[src/rtl/user_cnn_seq.sv]
// CNN layer sequencer: a small register file on an OBI-style bus that steps
// the CNN engine through NUM layer descriptors, guarded by a per-layer watchdog.
module user_cnn_seq #(
    parameter int NumLayers     = 4,
    parameter int TimeoutCycles = 65535
) (
    input  logic        clk_i,
    input  logic        rst_i,
    input  logic        req_i,
    input  logic        we_i,
    input  logic [31:0] addr_i,
    input  logic [31:0] wdata_i,
    output logic        gnt_o,
    output logic        rvalid_o,
    output logic        err_o,
    output logic [31:0] rdata_o,
    output logic        cnn_start_o,
    output logic        cnn_abort_o,
    output logic [31:0] cnn_cfg_o,
    output logic [2:0]  cnn_layer_o,
    input  logic        cnn_done_i,
    output logic        irq_o
);
    typedef enum logic [1:0] {IDLE, START, WAIT, NEXT} state_e;

    localparam int             WdW    = $clog2(TimeoutCycles + 1);
    localparam logic [WdW-1:0] WdLast = WdW'(TimeoutCycles - 1);

    state_e         state_q, state_d;
    logic           done_q, done_d;
    logic           err_q, err_d;
    logic           irq_en_q, irq_en_d;
    logic [3:0]     num_q, num_d;
    logic [31:0]    cfg_q [NumLayers];
    logic [31:0]    cfg_d [NumLayers];
    logic [2:0]     layer_q, layer_d;
    logic [WdW-1:0] wdog_q, wdog_d;
    logic           start_q, start_d;
    logic           abort_q, abort_d;
    logic           rvalid_q, rvalid_d;
    logic           rsp_err_q, rsp_err_d;
    logic [31:0]    rdata_q, rdata_d;

    // Address decode: only the low byte selects a register.
    logic [7:0] offs, cfg_off;
    logic [2:0] cfg_idx;
    logic       sel_ctrl, sel_stat, sel_num, sel_cfg, mapped;
    logic       wr_en, rd_en, ctrl_wr, start_req, abort_req, busy;
    logic       unused_addr;

    assign offs        = addr_i[7:0];
    assign cfg_off     = offs - 8'h10;
    assign cfg_idx     = cfg_off[4:2];
    assign sel_ctrl    = (offs == 8'h00);
    assign sel_stat    = (offs == 8'h04);
    assign sel_num     = (offs == 8'h08);
    assign sel_cfg     = (offs >= 8'h10) && (cfg_off[1:0] == 2'b00)
                         && (cfg_off[7:2] < 6'(NumLayers));
    assign mapped      = sel_ctrl | sel_stat | sel_num | sel_cfg;
    assign wr_en       = req_i & we_i;
    assign rd_en       = req_i & ~we_i;
    assign ctrl_wr     = wr_en & sel_ctrl;
    assign busy        = (state_q != IDLE);
    assign start_req   = ctrl_wr & wdata_i[0];
    assign abort_req   = ctrl_wr & wdata_i[1] & busy;
    assign unused_addr = ^addr_i[31:8];

    // Next-state logic: bus response, register writes and the layer sequencer.
    always_comb begin
        // NOTE: every signal written here gets a default first, so no path can infer a latch.
        state_d   = state_q;
        done_d    = done_q;
        err_d     = err_q;
        irq_en_d  = irq_en_q;
        num_d     = num_q;
        cfg_d     = cfg_q;
        layer_d   = layer_q;
        wdog_d    = wdog_q;
        start_d   = 1'b0;
        abort_d   = 1'b0;
        rvalid_d  = req_i;
        rsp_err_d = req_i & ~mapped;
        rdata_d   = '0;

        if (rd_en) begin
            if (sel_ctrl)      rdata_d = {29'd0, irq_en_q, 2'b00};
            else if (sel_stat) rdata_d = {25'd0, layer_q, 1'b0, err_q, done_q, busy};
            else if (sel_num)  rdata_d = {28'd0, num_q};
            else begin
                for (int i = 0; i < NumLayers; i++)
                    if (sel_cfg && cfg_idx == 3'(i)) rdata_d = cfg_q[i];
            end
        end

        if (ctrl_wr) irq_en_d = wdata_i[2];
        if (wr_en && sel_num && !busy) num_d = wdata_i[3:0];
        for (int i = 0; i < NumLayers; i++)
            if (wr_en && sel_cfg && !busy && cfg_idx == 3'(i)) cfg_d[i] = wdata_i;

        case (state_q)
            IDLE: begin
                if (start_req) begin
                    if (num_q == 4'd0 || num_q > 4'(NumLayers)) begin
                        err_d = 1'b1;
                    end else begin
                        layer_d = 3'd0;
                        state_d = START;
                    end
                end
            end
            START: begin
                start_d = 1'b1;
                wdog_d  = '0;
                state_d = WAIT;
            end
            WAIT: begin
                if (cnn_done_i) begin
                    if ({1'b0, layer_q} == num_q - 4'd1) begin
                        state_d = NEXT;
                    end else begin
                        layer_d = layer_q + 3'd1;
                        state_d = START;
                    end
                end else if (wdog_q == WdLast) begin
                    abort_d = 1'b1;
                    err_d   = 1'b1;
                    state_d = IDLE;
                end else begin
                    wdog_d = wdog_q + 1'b1;
                end
            end
            NEXT: begin
                done_d  = 1'b1;
                state_d = IDLE;
            end
            default: state_d = IDLE;
        endcase

        // A software abort beats anything the sequencer decided this cycle.
        if (abort_req) begin
            state_d = IDLE;
            start_d = 1'b0;
            abort_d = 1'b1;
            done_d  = done_q;
            err_d   = err_q;
            layer_d = layer_q;
            wdog_d  = wdog_q;
        end

        // Write-one-to-clear wins over a same-cycle set.
        if (wr_en && sel_stat) begin
            if (wdata_i[1]) done_d = 1'b0;
            if (wdata_i[2]) err_d  = 1'b0;
        end
    end

    // State and register update with synchronous reset.
    always_ff @(posedge clk_i) begin
        if (rst_i) begin
            state_q   <= IDLE;
            done_q    <= 1'b0;
            err_q     <= 1'b0;
            irq_en_q  <= 1'b0;
            num_q     <= '0;
            // NOTE: the descriptors are a handful of flops, not a RAM, so they are cleared with everything else.
            for (int i = 0; i < NumLayers; i++) cfg_q[i] <= '0;
            layer_q   <= '0;
            wdog_q    <= '0;
            start_q   <= 1'b0;
            abort_q   <= 1'b0;
            rvalid_q  <= 1'b0;
            rsp_err_q <= 1'b0;
            rdata_q   <= '0;
        end else begin
            // NOTE: non-blocking assignments so every flop samples pre-edge values.
            state_q   <= state_d;
            done_q    <= done_d;
            err_q     <= err_d;
            irq_en_q  <= irq_en_d;
            num_q     <= num_d;
            cfg_q     <= cfg_d;
            layer_q   <= layer_d;
            wdog_q    <= wdog_d;
            start_q   <= start_d;
            abort_q   <= abort_d;
            rvalid_q  <= rvalid_d;
            rsp_err_q <= rsp_err_d;
            rdata_q   <= rdata_d;
        end
    end

    // Active descriptor presented to the engine while a sequence runs.
    always_comb begin
        cnn_cfg_o = '0;
        for (int i = 0; i < NumLayers; i++)
            if (busy && layer_q == 3'(i)) cnn_cfg_o = cfg_q[i];
    end

    assign gnt_o       = req_i;
    assign rvalid_o    = rvalid_q;
    assign err_o       = rsp_err_q;
    assign rdata_o     = rdata_q;
    assign cnn_start_o = start_q;
    assign cnn_abort_o = abort_q;
    assign cnn_layer_o = busy ? layer_q : 3'd0;
    assign irq_o       = (done_q | err_q) & irq_en_q;
endmodule
[config.mk]
export PLATFORM = sky130hd
export DESIGN_NAME = user_cnn_seq
export DESIGN_NICKNAME = d
export VERILOG_FILES = /design/src/rtl/user_cnn_seq.sv
export SDC_FILE = /design/constraint.sdc
export NUM_CORES = 1
export LEC_CHECK = 0
export BUFFER_PORTS_ARGS = -buffer_cell sky130_fd_sc_hd__buf_4
export CORE_MARGIN = 4
export CORE_UTILIZATION = 40
export CTS_BUF_LIST = sky130_fd_sc_hd__clkbuf_2
export CTS_CLUSTER_DIAMETER = 120
export DETAILED_ROUTE_END_ITERATION = 10
export PLACE_DENSITY_LB_ADDON = 0.1
export SLEW_MARGIN = 5
export SYNTH_ARGS = -nofsm -noshare
export SYNTH_HDL_FRONTEND = slang
export SYNTH_SLANG_ARGS = --single-unit
[constraint.sdc]
create_clock -name clk_i -period 3 [get_ports clk_i]
set_input_delay 0.6 -clock clk_i [delete_from_list [all_inputs] [get_ports clk_i]]
set_output_delay 0.6 -clock clk_i [all_outputs]
set_load 0.02 [all_outputs]
==> impl_metrics.yaml, run 1 <==
placed_design:
  hpwl_um: 16700
  io_buffers: 117
  post-place-cells: 1469
  gp_congestion: 0.813
power_and_ir_drop:
  intPower_mw: 3.04
  ir_drop_mv: 0.230
  seqPwrFrac: 0.623
  leakagePower_nw: 3.98
  comb_power_share: 0.057
  p_per_area_nw_per_um2: 373
  p_switching_mw: 1.07
  p_sw_frac: 0.261
  clkPwrFrac: 0.319
yosys:
  synth-edff-count: 0
  syn_nets: 1207
  syn_avg_cell_area_um2: 7.76
  seq_area_frac_synth: 0.438
  ys.flop_type: "dfxtp_1"
  ys_seq_elements: 192
  synthCells: 1130
  yosys_warnings: 0
  synth.lib_cells_used.distinct: 59
  async_reset_ff_frac: 0
  syn_area_um2: 8770
worst_setup_path:
  r2r_end: "wdog_q[8]"
  crit_type: "reg -> out"
  rrSetupSlack_ns: 0.69
  critPathLaunchType: "register"
  timing.rr.start: "wdog_q[0]"
  critPathMaxFanout: 22
  cp_data_arrival_time_ns: 2.55
  cp-end-kind: "output pin"
  worstPathRequired_ns: 2.40
  rr_worst_depth: 7
sta:
  hold_viol_final: 0
  timing.final.crit_share: 1.05
  worst_pin_slew_ns: 1.09
  rsz0062_at_grt: "true"
  finClkSkew_ns: 0.0396
  final-setup-viol-count: 32
  setup_ws_ns: -0.152
  fmax_ghz: 0.317
  timing.hold.ws_ns: 0.0466
  finalMaxSlewViolations: 0
  period_minus_slack_ns: 3.15
  max-slew-margin-rel: 0.268
floorplanning:
  initial_core_util: 0.412
  die_x_um: 156
  io-pin-count: 142
  die_y_um: 156
  die_area_um2: 24400
  core_area_um2: 21300
  rows: 53
detailed_routing:
  vias_per_cell: 5.55
  vias: 8606
  drt-pass1-iter-count: 5
  drtAntennaViolNets: 0
  wl_um: 28600
  drc: 0
  wl_per_cell_um: 18.5
  initialDrtViolationCount: 586
cts:
  h-tree-depth: 4
  cts_buffers: 17
  clock_sinks: 192
  cts_tree: "done"
  path_clk_slew_ns: 0.26
  clkLatencyLatePin_ns: 0.78
  cts_root_buffer: "clkbuf_2"
  clockBufferDepth: 2
global_routing:
  busiest_layer: "met2"
  grt_start_max_net_pins: 78
  grt_pass1_vias: 8120
  gr-total-overflow: 0
  grtUsageMet2: 0.391
  antenna_found_initial: 1
  met1_usage: 0.296
  track_usage: 0.228
  grt_pass1_wl_um: 44300
  use_met3: 0.0372
min_path:
  holdPathEnd: "cfg_q[120]"
  hold_class: "in -> reg"
  min_from: "wdata_i[24]"
  hold_depth: 3
job:
  maxCapViolCount: 0
finish:
  drive_gt1_frac: 0.227
  area_growth_pct: 25.9
  nNetsFinal: 1339
  final_cells: 1551
run_status:
  violations: "negative setup slack"
  run_status: "finished, violations left"
-- power by group through the flow --
stage          sequential, mW  clock (mW)  combinational [mW]
6_report                 2.56        1.31               0.236
3_3_place_gp             2.61           0               0.217
3_5_place_dp             2.61           0               0.216
5_1_grt                  2.57        1.45               0.253
2_1_floorplan            2.61           0              0.0948
4_1_cts                  2.56        1.34               0.225
-- cells in the mapped netlist (19+ instances only) --
cell | n | area [um^2]
nand2_1 | 314 | 1180
o22ai_1 | 26 | 163
clkbuf_1 | 65 | 244
o21ai_0 | 59 | 295
nor3_1 | 33 | 165
a221o_1 | 32 | 320
a21oi_1 | 148 | 741
dfxtp_1 | 192 | 3840
nor2_1 | 38 | 143
nand3_1 | 19 | 95.1
mux2_2 | 26 | 293
-- cells by family (layout without fill, tap and decap cells) --
family / after synthesis / count (layout) / share of synthesized area
AOI/OAI and AO/OA: 324 / 324 / 0.222
muxes: 29 / 29 / 0.0382
buffers and inverters: 102 / 247 / 0.0482
other: 0 / 1 / 0
DFF: 192 / 192 / 0.438
and+or+nand+nor: 469 / 469 / 0.236
xor gates and xnor gates: 6 / 6 / 0.00599
adders and majority gates: 8 / 8 / 0.0114
-- final cells by class --
cell class                 instances  area (um^2)
inverter                          12         50.0
clock buffer                      19         95.1
timing repair buffer             203         1890
sequential                       192         3850
fill                            2076        10200
multi-input combinational        836         4670
tap                              275          344
antenna                            1         2.50
clock inverter                    13          134
-- layout by cell type (no fill, tap or decap), drive strengths merged, types with 9 or more instances in the layout --
master       netlist  layout
nor2              38      38
buf               25     183
nand3             19      19
dlygate4sd3        0      18
or4               12      12
mux2              26      26
o21ai             77      77
nor3              35      35
inv               12      15
o22ai             26      26
a221o             32      32
nand2            314     314
a21oi            148     148
and2               9       9
dfxtp            192     192
clkbuf            65      21
-- sequential cells by signal, summed over array words and instances (netlist names) --
| register | count |
|---|---|
| cfg_q | 128 |
| cnn_abort_o | 1 |
| cnn_start_o | 1 |
| done_q | 1 |
| err_o | 1 |
| err_q | 1 |
| irq_en_q | 1 |
| layer_q | 3 |
| num_q | 4 |
| rdata_o | 32 |
| rvalid_o | 1 |
| state_q | 2 |
| wdog_q | 16 |
-- worst max path at each step --
stage | from | depth (start not counted) | end | slack, ns
after floorplan | layer_q[1] | 7 | cnn_cfg_o[10] | 0.28
after global placement | layer_q[0] | 9 | cnn_cfg_o[22] | 0.31
after detailed placement | layer_q[0] | 9 | cnn_cfg_o[22] | 0.30
after CTS | layer_q[1] | 10 | cnn_cfg_o[23] | -0.19
after global routing | state_q[0] | 9 | cnn_cfg_o[16] | -0.33
final | layer_q[0] | 8 | cnn_cfg_o[31] | -0.15
-- metrics by stage --
step	util	setup TNS, ns	power [mW]	instance area, um^2	setup slack, ns
2_1_floorplan	-	0	2.71	8770	0.276
3_3_place_gp	0.470	0	2.83	10000	0.315
3_5_place_dp	0.470	0	2.83	10000	0.299
4_1_cts	0.506	-4.76	4.13	10800	-0.188
5_1_grt	0.519	-8.90	4.27	11000	-0.329
6_report	0.519	-3.75	4.11	11000	-0.152
-- routing by layer --
metal  wire [um]  share of wire  vias to the layer above
li1            -              -                     4230
met1       12600           0.44                     4084
met2       13800           0.48                      252
met3        1680          0.059                       40
met4         486          0.017                        0
met5           0              0                        -
-- repair_timing --
| action | in CTS | in global routing |
|---|---|---|
| hold buffers | 8 | 10 |
| buffers inserted | 22 | 2 |
| endpoints found under the setup margin | 32 | 32 |
| pin swaps | 25 | 11 |
| endpoints found under the hold margin | 20 | 22 |
| gates resized for setup | 96 | 32 |
| cloned | 5 | 3 |
-- worst max-delay path, cell delays in order, from the launching register on --
cell	delay (ns)
dfxtp_4	0.44
buf_4	0.12
ha_1	0.14
ha_1	0.15
nor2b_4	0.29
buf_6	0.25
nand2_1	0.07
o21ai_1	0.12
buf_4	0.18
Power figures use the tool's default switching activity.
==> inputs of run 2 (changes only) <==
--- a/config.mk
+++ b/config.mk
@@ -12,6 +12,7 @@
 export CTS_CLUSTER_DIAMETER = 120
 export DETAILED_ROUTE_END_ITERATION = 10
 export PLACE_DENSITY_LB_ADDON = 0.1
+export SKIP_CTS_REPAIR_TIMING = 1
 export SLEW_MARGIN = 5
 export SYNTH_ARGS = -nofsm -noshare
 export SYNTH_HDL_FRONTEND = slang
==> constraint.sdc (replaced) <==
create_clock -name clk_i -period 2.7 [get_ports clk_i]
set_input_delay 0.54 -clock clk_i [delete_from_list [all_inputs] [get_ports clk_i]]
set_output_delay 0.54 -clock clk_i [all_outputs]
set_load 0.02 [all_outputs]
==> impl_metrics.yaml, run 2 (synthesized netlist as in run 1, its figures left out) <==
run_status:
  run_status: "finished, violations left"
  violations: "negative setup slack"
sta:
  fmax_ghz: 0.312
  finalMaxSlewViolations: 0
  max-slew-margin-rel: 0.280
  rsz0062_at_grt: "true"
  finClkSkew_ns: 0.0483
  worst_pin_slew_ns: 1.08
  timing.final.crit_share: 1.19
  final-setup-viol-count: 32
  setup_ws_ns: -0.503
  period_minus_slack_ns: 3.20
  hold_viol_final: 0
  timing.hold.ws_ns: 0.0573
power_and_ir_drop:
  leakagePower_nw: 3.93
  ir_drop_mv: 0.244
  p_per_area_nw_per_um2: 426
  finalPower_mw: 4.66
finish:
  final_cells: 1550
  layout_commonest_cell: "nand2_1"
  layout_common_cells: "nand2_1 (314), dfxtp_1 (187), a21oi_1 (148)"
  largest_reg_flops: 128
  fillers: 2086
  seqCellArea_um2: 3850
  final_cell_area_um2: 10900
  regMostFlops: "cfg_q"
  multi_input_comb_area_um2: 4580
  area_growth_pct: 24.6
  nNetsFinal: 1339
  drive_gt1_frac: 0.199
placed_design:
  gp_congestion: 0.822
  io_buffers: 117
  post-place-cells: 1471
  placed_area_um2: 10100
  hpwl_um: 16500
worst_setup_path:
  crit_chain: "buf_6 -> ha_4 -> nor4b_4 -> buf_4 -> buf_6 -> buf_12 -> a221o_1 -> o21ai_0 -> o21ai_1 -> buf_4"
  cp_data_arrival_time_ns: 2.66
  critPathLaunchType: "register"
  rrSetupSlack_ns: 0.52
  crit_type: "reg -> out"
  worstPathRequired_ns: 2.16
  crit_family: "buffers and inverters"
  r2r_end: "cfg_q[39]"
  timing.rr.start: "state_q[0]"
  rr_worst_depth: 8
  slowest_delay_ns: 0.41
  cp-end-kind: "output pin"
  crit_path_top_delay_cell: "dfxtp_4"
  crit_buf_inv: 5
  critPathMaxFanout: 6
global_routing:
  grt_pass1_wl_um: 42700
  gr-total-overflow: 0
  grt_pass1_vias: 7935
  antenna_found_initial: 1
  track_usage: 0.217
  grt_start_max_net_pins: 96
floorplanning:
  die_y_um: 156
  core_area_um2: 21300
  die_x_um: 156
  rows: 53
  die_area_um2: 24400
  initial_core_util: 0.412
  io-pin-count: 142
detailed_routing:
  vias_per_cell: 5.48
  wl_per_cell_um: 18.0
  vias: 8495
  drc: 0
  initialDrtViolationCount: 570
  drt-pass1-iter-count: 8
  wl_um: 28000
  drtAntennaViolNets: 0
cts:
  cts_buffers: 17
  path_clk_slew_ns: 0.30
  clock_sinks: 192
  h-tree-depth: 4
  cts_tree: "done"
  clkLatencyLatePin_ns: 0.77
  clockBufferDepth: 2
  cts_root_buffer: "clkbuf_2"
min_path:
  holdPathEnd: "cfg_q[7]"
  hold_depth: 2
  min_from: "rst_i"
  hold_class: "in -> reg"
job:
  maxCapViolCount: 0
[run 2: changes by cell type in the layout (fill, tap and decap cells not counted), sizes merged]
cell / previous run / this run
buf: 183 / 167
clkinvlp: 3 / 5
clkbuf: 21 / 20
clkinv: 5 / 4
bufinv: 2 / 3
inv: 15 / 14
dlygate4sd3: 18 / 33
[run 2: worst reg2reg max path, cell delays in order (launching register included)]
cell           delay [ns]
dfxtp_2              0.40
buf_4                0.18
nor4_2               0.27
buf_4                0.18
and2_1               0.17
buf_12               0.23
nand2_1              0.08
a21oi_1              0.11
dlygate4sd3_1        0.55
[run 2: layout make-up]
| type | instances | share of cell area |
|---|---|---|
| inverters | 12 | 0.00412 |
| repair buffers | 203 | 0.169 |
| diodes | 1 | 0.000229 |
| clock buffers | 17 | 0.00779 |
| multi-input cells | 836 | 0.419 |
| clock inverters | 14 | 0.0151 |
| flip-flops and latches | 192 | 0.353 |
| well taps | 275 | 0.0315 |
[run 2: through the flow]
stage	TNS (ns)	utilization	setup slack (ns)
floorplan	0	-	0.0355
global placement	0	0.473	0.123
detailed placement	0	0.473	0.154
CTS	-17.77	0.484	-0.713
global route	-18.98	0.513	-0.649
finish	-13.27	0.513	-0.503
[run 2: layer usage]
| layer | wire [um] | vias up | global-route usage |
|---|---|---|---|
| met2 | 13600 | 238 | 0.365 |
| met1 | 12600 | 4005 | 0.295 |
| li1 | - | 4229 | - |
| met4 | 277 | 0 | 0.0467 |
| met3 | 1450 | 23 | 0.0355 |
| met5 | 0 | - | 0 |
[run 2: worst max-delay path by stage]
stage / cells past startpoint / endpoint / start
after global routing: 10 / cnn_cfg_o[10] / layer_q[0]
after CTS: 8 / cnn_cfg_o[31] / layer_q[1]
after detailed placement: 7 / cnn_cfg_o[31] / layer_q[0]
after global placement: 8 / cnn_cfg_o[31] / layer_q[1]
final: 10 / cnn_cfg_o[6] / layer_q[0]
after floorplan: 7 / cnn_cfg_o[10] / layer_q[1]
[run 2: power by group]
part | internal, mW | switching (mW) | total [mW]
sequential | 2.85 | 0.00128 | 2.85
combinational | 0.114 | 0.165 | 0.280
clock | 0.506 | 1.02 | 1.53
total | 3.47 | 1.19 | 4.66
